==> src/rtl/tomasulo_pkg.sv <==
// tomasulo_pkg: shared constants for the Tomasulo core slice.
//   LABEL_W / DATA_W : default result label and data widths
//   LABEL_NONE       : label value meaning "no dependency"; never broadcast
//   res_station_dst_e: station field of a label, {station[1:0], entry[1:0]}
package tomasulo_pkg;

    localparam int LABEL_W = 4;
    localparam int DATA_W  = 32;

    localparam logic [LABEL_W-1:0] LABEL_NONE = 4'h0;

    typedef enum logic [1:0] {
        STN_NONE = 2'b00,
        STN_ADD  = 2'b01,
        STN_MUL  = 2'b10,
        STN_LD   = 2'b11
    } res_station_dst_e;

endpackage

==> src/rtl/cdb_arbiter_chk.sv <==
// cdb_arbiter_chk: simulation checker, reports reserved label 0 being handed
// over by an FU (such results are dropped by cdb_arbiter).
//   clk, nRST : clock and reset of the arbiter
//   fu_valid, fu_ready, fu_label : the FU handshake being observed
module cdb_arbiter_chk #(
    parameter int NUM_FU  = 3,
    parameter int LABEL_W = 4
) (
    input logic                        clk,
    input logic                        nRST,
    input logic [NUM_FU-1:0]           fu_valid,
    input logic [NUM_FU-1:0]           fu_ready,
    input logic [NUM_FU*LABEL_W-1:0]   fu_label
);

    // Any accepted transfer must carry a real producer label.
    always @(posedge clk) begin
        for (int i = 0; i < NUM_FU; i++) begin
            if (nRST && fu_valid[i] && fu_ready[i]) begin
                assert (fu_label[i*LABEL_W +: LABEL_W] != {LABEL_W{1'b0}})
                else $error("cdb_arbiter: FU%0d offered reserved label 0, result dropped", i);
            end
        end
    end

endmodule

==> src/rtl/rr_arbiter.sv <==
// rr_arbiter: purely combinational round-robin pick.
//   req     : requesters
//   ptr     : index of the highest-priority requester
//   gnt     : one-hot grant (zero when nothing requests)
//   gnt_idx : binary index of the granted requester
//   any     : at least one requester present
module rr_arbiter #(
    parameter int N     = 3,
    parameter int PTR_W = (N > 1) ? $clog2(N) : 1
) (
    input  logic [N-1:0]     req,
    input  logic [PTR_W-1:0] ptr,
    output logic [N-1:0]     gnt,
    output logic [PTR_W-1:0] gnt_idx,
    output logic             any
);

    logic [2*N-1:0] dbl_s;
    logic [N-1:0]   rot_s;
    logic [PTR_W-1:0] off_s;
    logic [PTR_W:0]   sum_s;

    // Rotate so ptr sits at bit 0, find the first set bit, then map back.
    always_comb begin
        dbl_s = {req, req} >> ptr;
        rot_s = dbl_s[N-1:0];
        off_s = {PTR_W{1'b0}};
        // Scan downwards so the lowest rotated position wins.
        for (int k = N - 1; k >= 0; k--) begin
            if (rot_s[k]) begin
                off_s = PTR_W'(k);
            end else begin
                off_s = off_s;
            end
        end
        sum_s = {1'b0, ptr} + {1'b0, off_s};
        if (sum_s >= (PTR_W+1)'(N)) begin
            sum_s = sum_s - (PTR_W+1)'(N);
        end else begin
            sum_s = sum_s;
        end
        gnt_idx = sum_s[PTR_W-1:0];
        any     = |req;
        if (any) begin
            gnt = N'(1) << gnt_idx;
        end else begin
            gnt = {N{1'b0}};
        end
    end

endmodule

==> src/rtl/cdb_arbiter.sv <==
// cdb_arbiter: shares the common data bus between the functional units.
// Each FU parks one result in its own holding slot via valid/ready; a
// round-robin arbiter drains one slot per cycle onto BCEN/BClabel/BCdata.
//   clk, nRST          : clock, asynchronous active-low reset
//   fu_valid/label/data: per-FU result offer (label/data packed by FU index)
//   fu_ready           : per-FU offer accepted this cycle
//   BCEN/BClabel/BCdata: broadcast to reservation stations and status table
//   bc_grant           : one-hot slot being drained this cycle
// Build options:
//   CDB_OUTREG_EN  : register BCEN/BClabel/BCdata (one extra cycle latency)
//   CDB_ARBITER_CHK: attach the reserved-label simulation checker
module cdb_arbiter #(
    parameter int NUM_FU  = 3,
    parameter int LABEL_W = tomasulo_pkg::LABEL_W,
    parameter int DATA_W  = tomasulo_pkg::DATA_W
) (
    input  logic                       clk,
    input  logic                       nRST,
    input  logic [NUM_FU-1:0]          fu_valid,
    input  logic [NUM_FU*LABEL_W-1:0]  fu_label,
    input  logic [NUM_FU*DATA_W-1:0]   fu_data,
    output logic [NUM_FU-1:0]          fu_ready,
    output logic                       BCEN,
    output logic [LABEL_W-1:0]         BClabel,
    output logic [DATA_W-1:0]          BCdata,
    output logic [NUM_FU-1:0]          bc_grant
);

    import tomasulo_pkg::*;

    localparam int PTR_W = $clog2(NUM_FU);

    logic [NUM_FU-1:0]  hold_valid_r;
    logic [LABEL_W-1:0] hold_label_r [NUM_FU];
    logic [DATA_W-1:0]  hold_data_r  [NUM_FU];
    logic [PTR_W-1:0]   rr_ptr_r;

    logic [NUM_FU-1:0]  gnt_s;
    logic [PTR_W-1:0]   gnt_idx_s;
    logic               any_s;
    logic [NUM_FU-1:0]  load_s;
    logic [PTR_W-1:0]   ptr_nxt_s;
    logic [LABEL_W-1:0] sel_label_s;
    logic [DATA_W-1:0]  sel_data_s;

    rr_arbiter #(
        .N     (NUM_FU),
        .PTR_W (PTR_W)
    ) u_rr (
        .req     (hold_valid_r),
        .ptr     (rr_ptr_r),
        .gnt     (gnt_s),
        .gnt_idx (gnt_idx_s),
        .any     (any_s)
    );

    // An occupied slot can only take new data in the cycle it drains.
    assign fu_ready = ~hold_valid_r | gnt_s;
    assign bc_grant = gnt_s;

    // Accepted offers are written only when they carry a real label;
    // a LABEL_NONE offer completes the handshake but is discarded.
    always_comb begin
        load_s = {NUM_FU{1'b0}};
        for (int i = 0; i < NUM_FU; i++) begin
            load_s[i] = fu_valid[i] & fu_ready[i]
                      & (fu_label[i*LABEL_W +: LABEL_W] != LABEL_W'(LABEL_NONE));
        end
    end

    // One-hot AND-OR select of the granted slot; zero when nothing is granted.
    always_comb begin
        sel_label_s = {LABEL_W{1'b0}};
        sel_data_s  = {DATA_W{1'b0}};
        for (int i = 0; i < NUM_FU; i++) begin
            sel_label_s = sel_label_s | (hold_label_r[i] & {LABEL_W{gnt_s[i]}});
            sel_data_s  = sel_data_s  | (hold_data_r[i]  & {DATA_W{gnt_s[i]}});
        end
    end

    // Priority moves just past the winner; it holds when the bus is idle.
    always_comb begin
        if (!any_s) begin
            ptr_nxt_s = rr_ptr_r;
        end else if (gnt_idx_s == PTR_W'(NUM_FU - 1)) begin
            ptr_nxt_s = {PTR_W{1'b0}};
        end else begin
            ptr_nxt_s = gnt_idx_s + PTR_W'(1);
        end
    end

    // Holding slots and round-robin pointer.
    always_ff @(posedge clk or negedge nRST) begin
        if (!nRST) begin
            hold_valid_r <= {NUM_FU{1'b0}};
            rr_ptr_r     <= {PTR_W{1'b0}};
            for (int i = 0; i < NUM_FU; i++) begin
                hold_label_r[i] <= {LABEL_W{1'b0}};
                hold_data_r[i]  <= {DATA_W{1'b0}};
            end
        end else begin
            rr_ptr_r <= ptr_nxt_s;
            for (int i = 0; i < NUM_FU; i++) begin
                if (load_s[i]) begin
                    hold_valid_r[i] <= 1'b1;
                    hold_label_r[i] <= fu_label[i*LABEL_W +: LABEL_W];
                    hold_data_r[i]  <= fu_data[i*DATA_W +: DATA_W];
                end else if (gnt_s[i]) begin
                    hold_valid_r[i] <= 1'b0;
                end
            end
        end
    end

`ifdef CDB_OUTREG_EN
    logic               bcen_r;
    logic [LABEL_W-1:0] bclabel_r;
    logic [DATA_W-1:0]  bcdata_r;

    // Broadcast register, loaded with the winner at the edge that drains it.
    always_ff @(posedge clk or negedge nRST) begin
        if (!nRST) begin
            bcen_r    <= 1'b0;
            bclabel_r <= {LABEL_W{1'b0}};
            bcdata_r  <= {DATA_W{1'b0}};
        end else begin
            bcen_r    <= any_s;
            bclabel_r <= sel_label_s;
            bcdata_r  <= sel_data_s;
        end
    end

    assign BCEN    = bcen_r;
    assign BClabel = bclabel_r;
    assign BCdata  = bcdata_r;
`else
    assign BCEN    = any_s;
    assign BClabel = sel_label_s;
    assign BCdata  = sel_data_s;
`endif

`ifdef CDB_ARBITER_CHK
    cdb_arbiter_chk #(
        .NUM_FU  (NUM_FU),
        .LABEL_W (LABEL_W)
    ) u_chk (
        .clk      (clk),
        .nRST     (nRST),
        .fu_valid (fu_valid),
        .fu_ready (fu_ready),
        .fu_label (fu_label)
    );
`endif

endmodule

==> config.mk <==
export PLATFORM = sky130hd
export DESIGN_NAME = cdb_arbiter
export DESIGN_NICKNAME = d
export VERILOG_FILES = /design/src/rtl/tomasulo_pkg.sv /design/src/rtl/cdb_arbiter_chk.sv /design/src/rtl/rr_arbiter.sv /design/src/rtl/cdb_arbiter.sv
export SDC_FILE = /design/constraint.sdc
export NUM_CORES = 1
export LEC_CHECK = 0
export BUFFER_PORTS_ARGS = -buffer_cell sky130_fd_sc_hd__buf_2
export CELL_PAD_IN_SITES_DETAIL_PLACEMENT = 0
export CELL_PAD_IN_SITES_GLOBAL_PLACEMENT = 2
export CORE_UTILIZATION = 32
export DETAILED_ROUTE_END_ITERATION = 8
export PLACE_DENSITY = 0.84
export SLEW_MARGIN = 30
export SYNTH_ARGS = -nofsm -noshare
export SYNTH_HDL_FRONTEND = slang
export SYNTH_HIERARCHICAL = 1
export SYNTH_SLANG_ARGS = --single-unit
==> constraint.sdc <==
create_clock -name clk -period 3.7 [get_ports clk]
set_clock_uncertainty 0.15 [all_clocks]
set_input_delay 0.37 -clock clk [delete_from_list [all_inputs] [get_ports clk]]
set_output_delay 0.37 -clock clk [all_outputs]
set_load 0.05 [all_outputs]
# --- Word level (Yosys, flattened, before mapping) ---
# Cells that the tools add are included.
word_totals:
  ff_bits: 113
  latchBits: 0
  ramBits: 0
  rom_bits: 0
  input_bits: 113
  mem_count: 0
op_classes:
  addsub: 3
  n_mul: 0
  div_mod_pow: 0
  n_lt_le_gt_ge: 1
  eq_ne: 1
  n_shift: 2
  mux: 12
  bitwise_logic: 18
  n_reduce_logical: 7
ops:
  columns: ["cell", "count"]
  rows:
  - ["$and A32 B32 Y32", 3]
  - ["$or A32 B32 Y32", 2]
  - ["$and A4 B4 Y4", 3]
  - ["$reduce_bool A4 Y1", 3]
  - ["$mux W2", 5]
  - ["$or A4 B4 Y4", 2]
  - ["$and A1 B1 Y1", 6]
  - ["$mux W1", 6]
  - ["$reduce_bool A2 Y1", 3]
  - ["$shr A6 B2 Y3", 1]
  - ["$add A2 B2 Y3", 1]
  - ["$ge A3 B2 Y1 const B", 1]
  - ["$mux W3", 1]
  - ["$not A3 Y3", 1]
  - ["$or A3 B3 Y3", 1]
  - ["$reduce_or A3 Y1", 1]
  - ["$shl A1 B2 Y3 const A", 1]
  - ["$add A2 B1 Y2 const B", 1]
  - ["$eq A2 B2 Y1 const B", 1]
  - ["$sub A2 B2 Y2 const B", 1]

# --- Longest topological paths before layout ---
# Gate-level depths: netlist of run 1.
depth:
  depth_word: 13
  mapped_depth: 17

# --- Cells and area by module ---
# Netlist of run 1, hierarchy kept.
by_module_without_submodules:
  columns: ["mod", "n_inst", "cells_per_inst", "area_each_um2", "seq_area_each_um2"]
  rows:
  - ["cdb_arbiter", 1, 335, 5237.5, 2827.7]
  - ["rr_arbiter", 1, 26, 217.7, 0.0]

# --- Least setup slack after synthesis of run 1 ---
# Ideal clock, no wire load.
synth_timing:
  path_type: "register to register"
  from: "reg rr_ptr_r[1]"
  to: "reg hold_data_r[77] (netlist bit)"
  t_arrival_ps: 4938
  slack_ps: -1513
  stages_incl_launch_ff: 18
  n_path_buf: 2
  synth_period_minus_slack_ps: 5213
  cell_sequence: "dfrtp_1 -> inv_1 -> nor3_1 -> a221o_1 -> ha_1 -> inv_1 -> fa_1 -> inv_1 -> ha_1 -> nor2b_4 -> o2bb2ai_1 -> inv_1 -> nor3_1 -> buf_2 -> or2b_1 -> nand3_4 -> buf_12 -> mux2_4"
synth_between:
  elab_chain_cells: 12
  elab_cells_between_ends: 13
  classes_between: "add/sub: 2; order compare: 1; shift: 2; mux: 5; bitwise: 3"
synth_rtl:
  columns: ["element", "line", "source"]
  rows:
  - ["start, declared", "cdb_arbiter.sv:36", "logic [PTR_W-1:0] rr_ptr_r;"]
  - ["start signal, assigned", "cdb_arbiter.sv:96", "rr_ptr_r <= {PTR_W{1'b0}};"]
  - ["start signal, assigned", "cdb_arbiter.sv:102", "rr_ptr_r <= ptr_nxt_s;"]
  - ["$shr A6 B2 Y3", "rr_arbiter.sv:25", "dbl_s = {req, req} >> ptr;"]
  - ["$mux W2 (3 in series)", "rr_arbiter.sv:30", "if (rot_s[k]) begin"]
  - ["$add A2 B2 Y3 *", "rr_arbiter.sv:36", "sum_s = {1'b0, ptr} + {1'b0, off_s};"]
  - ["$ge A3 B2 Y1 / $sub A2 B2 Y2 (equally long branches)", "rr_arbiter.sv:37, rr_arbiter.sv:38", null]
  - ["$mux W2 *", "rr_arbiter.sv:37", "if (sum_s >= (PTR_W+1)'(N)) begin"]
  - ["net gnt_idx_s[1]", "cdb_arbiter.sv:39", "logic [PTR_W-1:0] gnt_idx_s;"]
  - ["$shl A1 B2 Y3 *", "rr_arbiter.sv:45", "gnt = N'(1) << gnt_idx;"]
  - ["$mux W3 *", "rr_arbiter.sv:44", "if (any) begin"]
  - ["net bc_grant[0]", "cdb_arbiter.sv:26", "output logic [NUM_FU-1:0] bc_grant"]
  - ["$or A3 B3 Y3 *", "cdb_arbiter.sv:58", "assign fu_ready = ~hold_valid_r | gnt_s;"]
  - ["net fu_ready[0]", "cdb_arbiter.sv:22", "output logic [NUM_FU-1:0] fu_ready,"]
  - ["$and A1 B1 Y1 *", "cdb_arbiter.sv:66", "load_s[i] = fu_valid[i] & fu_ready[i]"]
  - ["$and A1 B1 Y1 *", "cdb_arbiter.sv:67", "& (fu_label[i*LABEL_W +: LABEL_W] != LABEL_W'(LABEL_NONE));"]
  - ["end signal, assigned by index", "cdb_arbiter.sv:99", "hold_data_r[i] <= {DATA_W{1'b0}};"]
  - ["end signal, assigned by index", "cdb_arbiter.sv:107", "hold_data_r[i] <= fu_data[i*DATA_W +: DATA_W];"]
  - ["end, declared", "cdb_arbiter.sv:35", "logic [DATA_W-1:0] hold_data_r [NUM_FU];"]
# The timed path passes the listed nets; every way through them passes the cells marked *.
# A chain may end at the register's enable or synchronous reset.

# --- Worst setup path after layout of run 1 ---
layout_timing:
  from: "reg rr_ptr_r[1]"
  to: "out BCdata[27]"
layout_between:
  elab_chain_cells: 12
  elab_cells_between_ends: 15
  classes_between: "add/sub: 2; order compare: 1; shift: 2; mux: 5; bitwise: 5"
layout_rtl:
  columns: ["element", "line", "source"]
  rows:
  - ["$shr A6 B2 Y3", "rr_arbiter.sv:25", null]
  - ["$mux W2 (3 in series)", "rr_arbiter.sv:30", null]
  - ["$add A2 B2 Y3 *", "rr_arbiter.sv:36", null]
  - ["$ge A3 B2 Y1", "rr_arbiter.sv:37", null]
  - ["$mux W2 *", "rr_arbiter.sv:37", null]
  - ["net gnt_idx_s[0]", "cdb_arbiter.sv:39", null]
  - ["$shl A1 B2 Y3 *", "rr_arbiter.sv:45", null]
  - ["$mux W3 *", "rr_arbiter.sv:44", null]
  - ["$and A32 B32 Y32", "cdb_arbiter.sv:77", "sel_data_s = sel_data_s | (hold_data_r[i] & {DATA_W{gnt_s[i]}});"]
  - ["$or A32 B32 Y32", "cdb_arbiter.sv:77", null]
  - ["$or A32 B32 Y32 *", "cdb_arbiter.sv:77", null]
  - ["end, declared", "cdb_arbiter.sv:25", "output logic [DATA_W-1:0] BCdata,"]
# Marked as above.

==> results.md, run 1 <==
- Final Hold Viols: 0
- # rows: 47
- GR Overflow Total: 0
- Seq cells post-synth: roughly 110
- Fin crit period: between 4000 and 5000 ps
- Worst Path Required: 3180 ps
- Die width: 133 µm
- Sequential-to-total area share from yosys stat: 0.518
- Status: finished with violations
- IO Pins: 156
- Crit path kind: register to primary output
- Async set or reset register ratio after synthesis: 1.00
- Yosys top cell by area: dfrtp_1
- Residual DRC: 0
- DIE AREA: 17600 µm²
- Reg2reg path depth: 17
- Core Area: between 15000 and 20000 µm²
- Drt via density: roughly 5.0
- Slew Limit Fails: 0
- Final Net Count: 690
- Antenna violations before repair: 2
- RSZ-0062 raised after global routing: yes
- Drt wl/cell: roughly 20 µm
- FMAX: 0.235 GHz
- Synth warn: 6
- CTS tree: yes
- Hold path cells: 2
- Post-synth EDFFs: 0
- Die Y: 133 µm
- Final WS setup: -562 ps
- Final wirelength: 16.0 mm
- Post-synth top cells: 113 x dfrtp_1, 83 x mux2_4, 43 x inv_1
- Via count: between 3000 and 4000
- Cells after Synth: 361
- Syn Area/Cell: 15.1 µm²
- Synth top area cells: dfrtp_1 52%, mux2_4 23%, a222oi_1 6.6%, mux2_2 3.9%, buf_12 3.3%
- Port buffer count: roughly 160
- Main synth FF type: dfrtp_1
- Final hold slack: 40.6 ps
- Crit path capture type: primary output
- H-tree levels: 4
- Hpwl dp: 9.53 mm
- CTS max path bufs: 2
- Maxcap violations: 0
- Pre-CTS WS: -131 ps
- First-pass GRT wire length: 24.0 mm
- Share of Yosys cell area claimed by the top area cell type: 0.518
- Sink Count: 113
- Vias in the first global route: 4408
- DRT iter0 DRCs: 260
- Netlist cell types: 38
- Setup TNS: -55230 ps
- Mapped cell area: 5460 µm²
- Overall routing resource usage: 0.179
- Initial Util: 0.328
- Violations in the final reports: negative setup slack
- Path category of the worst min-delay check: input port to register
- Rel. slew slack: 0.466
- Largest net degree at the start of global routing: 86
- CTS Buf Count: 17
- Fraction of layout cells with a size suffix above 1: 0.703
- RePlAce Congestion: 0.753
- Startpoint Class: register
- Crit path arrival time: 3740 ps
- Critical-path maximum fanout: 12
- 1st-pass router iterations: 8
- Antenna Violating Nets Remaining: 0
- Clk_lat worst skew: between 400 and 500 ps
- Least-Margin Pin Slew: between 800 and 900 ps
- Post-route clock period utilization: 1.15
- Synth-to-layout area growth: 49.4%
- Worst-path clk slew: 50 ps
- CTS root buf: clkbuf_16
- Syn nets: 477
- Most common cell in the netlist: dfrtp_1
- Final setup violation count: 150
## cells in the final DEF (no fill, tap or decap), drive strengths merged
cell type | netlist | final
and4bb | 2 | 2
and3 | 1 | 1
bufinv | 0 | 3
a2bb2oi | 1 | 1
and2 | 1 | 1
nor3b | 1 | 1
o2bb2ai | 1 | 1
diode | 0 | 1
nand2 | 7 | 7
a31oi | 1 | 1
or4 | 3 | 3
nor2 | 1 | 1
inv | 43 | 43
dlygate4sd3 | 0 | 1
a221o | 1 | 1
a22o | 3 | 3
nand3 | 3 | 3
a32o | 4 | 4
nand3b | 1 | 1
a222oi | 36 | 36
mux2 | 102 | 102
or2b | 1 | 1
clkbuf | 5 | 27
xnor2 | 1 | 1
mux2i | 1 | 1
buf | 16 | 210
nand2b | 2 | 2
dfrtp | 113 | 113
nor2b | 2 | 2
fa | 1 | 1
clkinv | 0 | 4
ha | 2 | 2
o21ai | 1 | 1
nor3 | 4 | 4
## path summary, 6_finish.rpt
check,start,to,slack (ps)
worst max register to register,rr_ptr_r[1]$_DFFE_PN0P_,hold_data_r[17]$_DFFE_PN0P_,-470
worst min-delay path,fu_data[67],hold_data_r[3]$_DFFE_PN0P_,40
max in group asynchronous,nRST,hold_data_r[63]$_DFFE_PN0P_,2130
worst min register to register,hold_label_r[0]$_DFFE_PN0P_,hold_label_r[0]$_DFFE_PN0P_,350
min in group asynchronous,nRST,hold_data_r[62]$_DFFE_PN0P_,450
worst max-delay path,rr_ptr_r[1]$_DFFE_PN0P_,BCdata[27],-560
## flip-flops by register name (all words and copies together), names as in the netlist
signal and flops:
hold_data_r 96, hold_valid_r 3, hold_label_r 12, rr_ptr_r 2
## layout make-up
type / instances / area, µm²
clock buffers: 23 / 458
repair buffers: 215 / 1960
flip-flops and latches: 113 / 2830
well taps: 220 / 275
inverters: 43 / 161
diodes: 1 / 2.50
fillers: 1439 / 8490
clock inverters: 7 / 110
multi-input cells: 184 / 2350
## metal layers
layer / up-vias / GRT usage / part of all wire
met4: 0 / 0.0568 / 0.026
met5: - / 0 / 0
met2: 168 / 0.306 / 0.50
met1: 2028 / 0.216 / 0.41
li1: 1770 / - / -
met3: 27 / 0.0536 / 0.061
## repair_timing
item / 4_1_cts / 5_1_grt
endpoints found under the setup margin: 144 / 150
pin swaps: 41 / 27
gates resized for setup: 106 / 34
gates cloned: 5 / 6
hold endpoints to repair: 83 / 0
setup buffers: 22 / 6
hold buffers: 1 / 0
## stage by stage
stage | util | cells | area, µm²
6_report | 0.490 | 806 | 8150
5_1_grt | 0.490 | 805 | 8150
4_1_cts | 0.475 | 797 | 7910
3_5_place_dp | 0.402 | 739 | 6700
3_3_place_gp | 0.402 | 739 | 6690
2_1_floorplan | - | 361 | 5590
## critical path, cell delays in order, from the launching register on
cell and delay, ps:
dfrtp_2 450, and4bb_2 320, a221o_1 120, ha_2 170, inv_2 40, fa_2 530
inv_2 50, ha_4 160, nor2b_4 160, mux2i_4 300, buf_6 150, nor3_4 70
buf_12 190, a222oi_1 390, inv_2 70, buf_8 160
## cells by family after synthesis
family | count (synthesis) | synth area share
flops | 113 | 0.518
mux | 103 | 0.270
buf+inv | 64 | 0.0720
compound gates | 48 | 0.0867
simple gates | 29 | 0.0429
fa+ha+maj | 3 | 0.00826
xor+xnor | 1 | 0.00161
Power of run 1 is not shown: default switching activity piles up to over one toggle a cycle in this logic, so the estimate is an artifact.
==> run 2: changes to the inputs <==
--- a/config.mk
+++ b/config.mk
@@ -11,6 +11,7 @@
 export CORE_UTILIZATION = 32
 export DETAILED_ROUTE_END_ITERATION = 8
 export PLACE_DENSITY = 0.84
+export SKIP_CTS_REPAIR_TIMING = 1
 export SLEW_MARGIN = 30
 export SYNTH_ARGS = -nofsm -noshare
 export SYNTH_HDL_FRONTEND = slang
==> results.md, run 2 (synthesis gave the netlist of run 1 again) <==
- Antenna Violating Nets Remaining: 0 (unchanged)
- Final Net Count: 661 (-4.2%)
- Clk_lat worst skew: 410 ps (about the same)
- Antenna violations before repair: 3 (+1)
- CTS max path bufs: 2 (unchanged)
- Crit path kind: register to primary output
- Die width: 133 µm (unchanged)
- Worst Path Required: 3180 ps (about the same)
- DIE AREA: 17600 µm² (unchanged)
- Rel. slew slack: 0.476 (+0.00999)
- Fraction of layout cells with a size suffix above 1: 0.683 (-0.0191)
- Fin crit period: 4210 ps (-49.1 ps)
- Maxcap violations: 0 (unchanged)
- Largest net degree at the start of global routing: 86 (unchanged)
- Synth-to-layout area growth: 38.5%
- Least-Margin Pin Slew: 786 ps (-15.0 ps)
- Hold path startpoint: fu_data[83]
- Post-Place Cells: 739 (unchanged)
- 1st-pass router iterations: 6 (-2)
- Drt wl/cell: 18.1 µm (-8.7%)
- Most common cell after layout, fill and taps aside: buf_2
- Reg-to-Reg Start: rr_ptr_r[0]$_DFFE_PN0P_
- IO Pins: 156 (unchanged)
- RePlAce Congestion: 0.753 (unchanged)
- DRT iter0 DRCs: 323 (+24%)
- Top flop regs: hold_data_r x96, hold_label_r x12, hold_valid_r x3
- Port buffer count: 155 (unchanged)
- Final Non-Filler Cells: 779 (-3.3%)
- Crit path from: rr_ptr_r[0]$_DFFE_PN0P_
- CTS Buf Count: 17 (unchanged)
- Max reg flops: 96 (unchanged)
- Final Hold Viols: 0 (unchanged)
- RSZ-0062 raised after global routing: yes
- Hpwl dp: 9.53 mm (unchanged)
- Post-route clock period utilization: 1.14 (-0.0133)
- Path category of the worst min-delay check: input port to register
- CTS root buf: clkbuf_16
- FMAX: 0.237 GHz (+1.2%)
- Critical-path maximum fanout: 12 (unchanged)
- Residual DRC: 0 (unchanged)
- Initial Util: 0.328 (unchanged)
- Sink Count: 113 (unchanged)
- Final setup violation count: 145 (-3.3%)
- Crit path capture type: primary output
- Final WS setup: -513 ps (+49.1 ps)
- Die Y: 133 µm (unchanged)
- Core Area: 16600 µm² (unchanged)
- GR Overflow Total: 0 (unchanged)
- Startpoint Class: register
- Violations in the final reports: negative setup slack
- H-tree levels: 4 (unchanged)
- Top reg by flops: hold_data_r
- Slew Limit Fails: 0 (unchanged)
- First-pass GRT wire length: 22.4 mm (-6.4%)
- CTS tree: yes
- Setup TNS: -32530 ps (+22700 ps)
- Worst-path clk slew: 50 ps (about the same)
- Overall routing resource usage: 0.166 (-0.0132)
- Vias in the first global route: 4170 (-5.4%)
- Status: finished with violations
- Drt via density: 4.88 (-1.5%)
- Crit path arrival time: 3690 ps (-50 ps)
- Most frequent cells in the layout: 114 x buf_2, 109 x dfrtp_1, 83 x mux2_4
- Final wirelength: 14.1 mm (-12%)
- Via count: 3802 (-4.8%)
- # rows: 47 (unchanged)
## run 2: cell types whose count changed in the layout (fill, tap and decap cells not counted), moves of 2 or more
cell,change
buf_6,-22
buf_8,-11
buf_4,+9
buf_16,-5
clkbuf_4,+5
clkbuf_16,-4
buf_12,-3
buf_2,+2
diode_2,+2
## run 2: worst paths after layout
| check | end | slack (ps) | depth (start not counted) |
|---|---|---|---|
| max | BCdata[27] | -510 | 15 |
| min | hold_data_r[19]$_DFFE_PN0P_ | 40 | 2 |
| max reg2reg | hold_data_r[52]$_DFFE_PN0P_ | -210 | 16 |
| min reg2reg | hold_label_r[0]$_DFFE_PN0P_ | 350 | 1 |
| max in group asynchronous | hold_data_r[63]$_DFFE_PN0P_ | 2140 | 3 |
| min in group asynchronous | hold_data_r[62]$_DFFE_PN0P_ | 460 | 2 |
## run 2: layout make-up
class / count / area [µm²]
fill: 1495 / 9080
sequential: 113 / 2830
multi-input combinational: 184 / 2350
timing repair buffer: 186 / 1360
clock buffer: 23 / 458
tap: 220 / 275
inverter: 43 / 161
clock inverter: 7 / 110
antenna: 3 / 7.51
## run 2: stage by stage
step                hold WS, ps  setup WS [ps]  instance area [µm²]   util
finish                     41.8           -513                 7560  0.454
global route               23.3           -714                 7550  0.454
CTS                       -86.7           -577                 7260  0.436
detailed placement          336           -131                 6700  0.402
global placement            332          -89.1                 6690  0.402
floorplan                 -75.6           -339                 5590      -
## run 2: critical path, cell delays in order (launching register included)
cell and delay [ps]:
dfrtp_2 450, nor3_2 240, a221o_1 180, ha_1 160
inv_2 40, fa_2 570, inv_2 50, ha_4 160
nor2b_4 150, mux2i_4 290, buf_4 160, nor3_4 50
buf_12 170, a222oi_1 380, inv_2 40, buf_2 210
## run 2: routing by layer
| metal | vias up | GRT usage | part of all wire |
|---|---|---|---|
| met3 | 14 | 0.0594 | 0.065 |
| met4 | 0 | 0.0485 | 0.011 |
| met2 | 144 | 0.274 | 0.50 |
| li1 | 1716 | - | - |
| met1 | 1928 | 0.203 | 0.42 |
| met5 | - | 0 | 0 |
Power of run 2 is left out for the same reason.
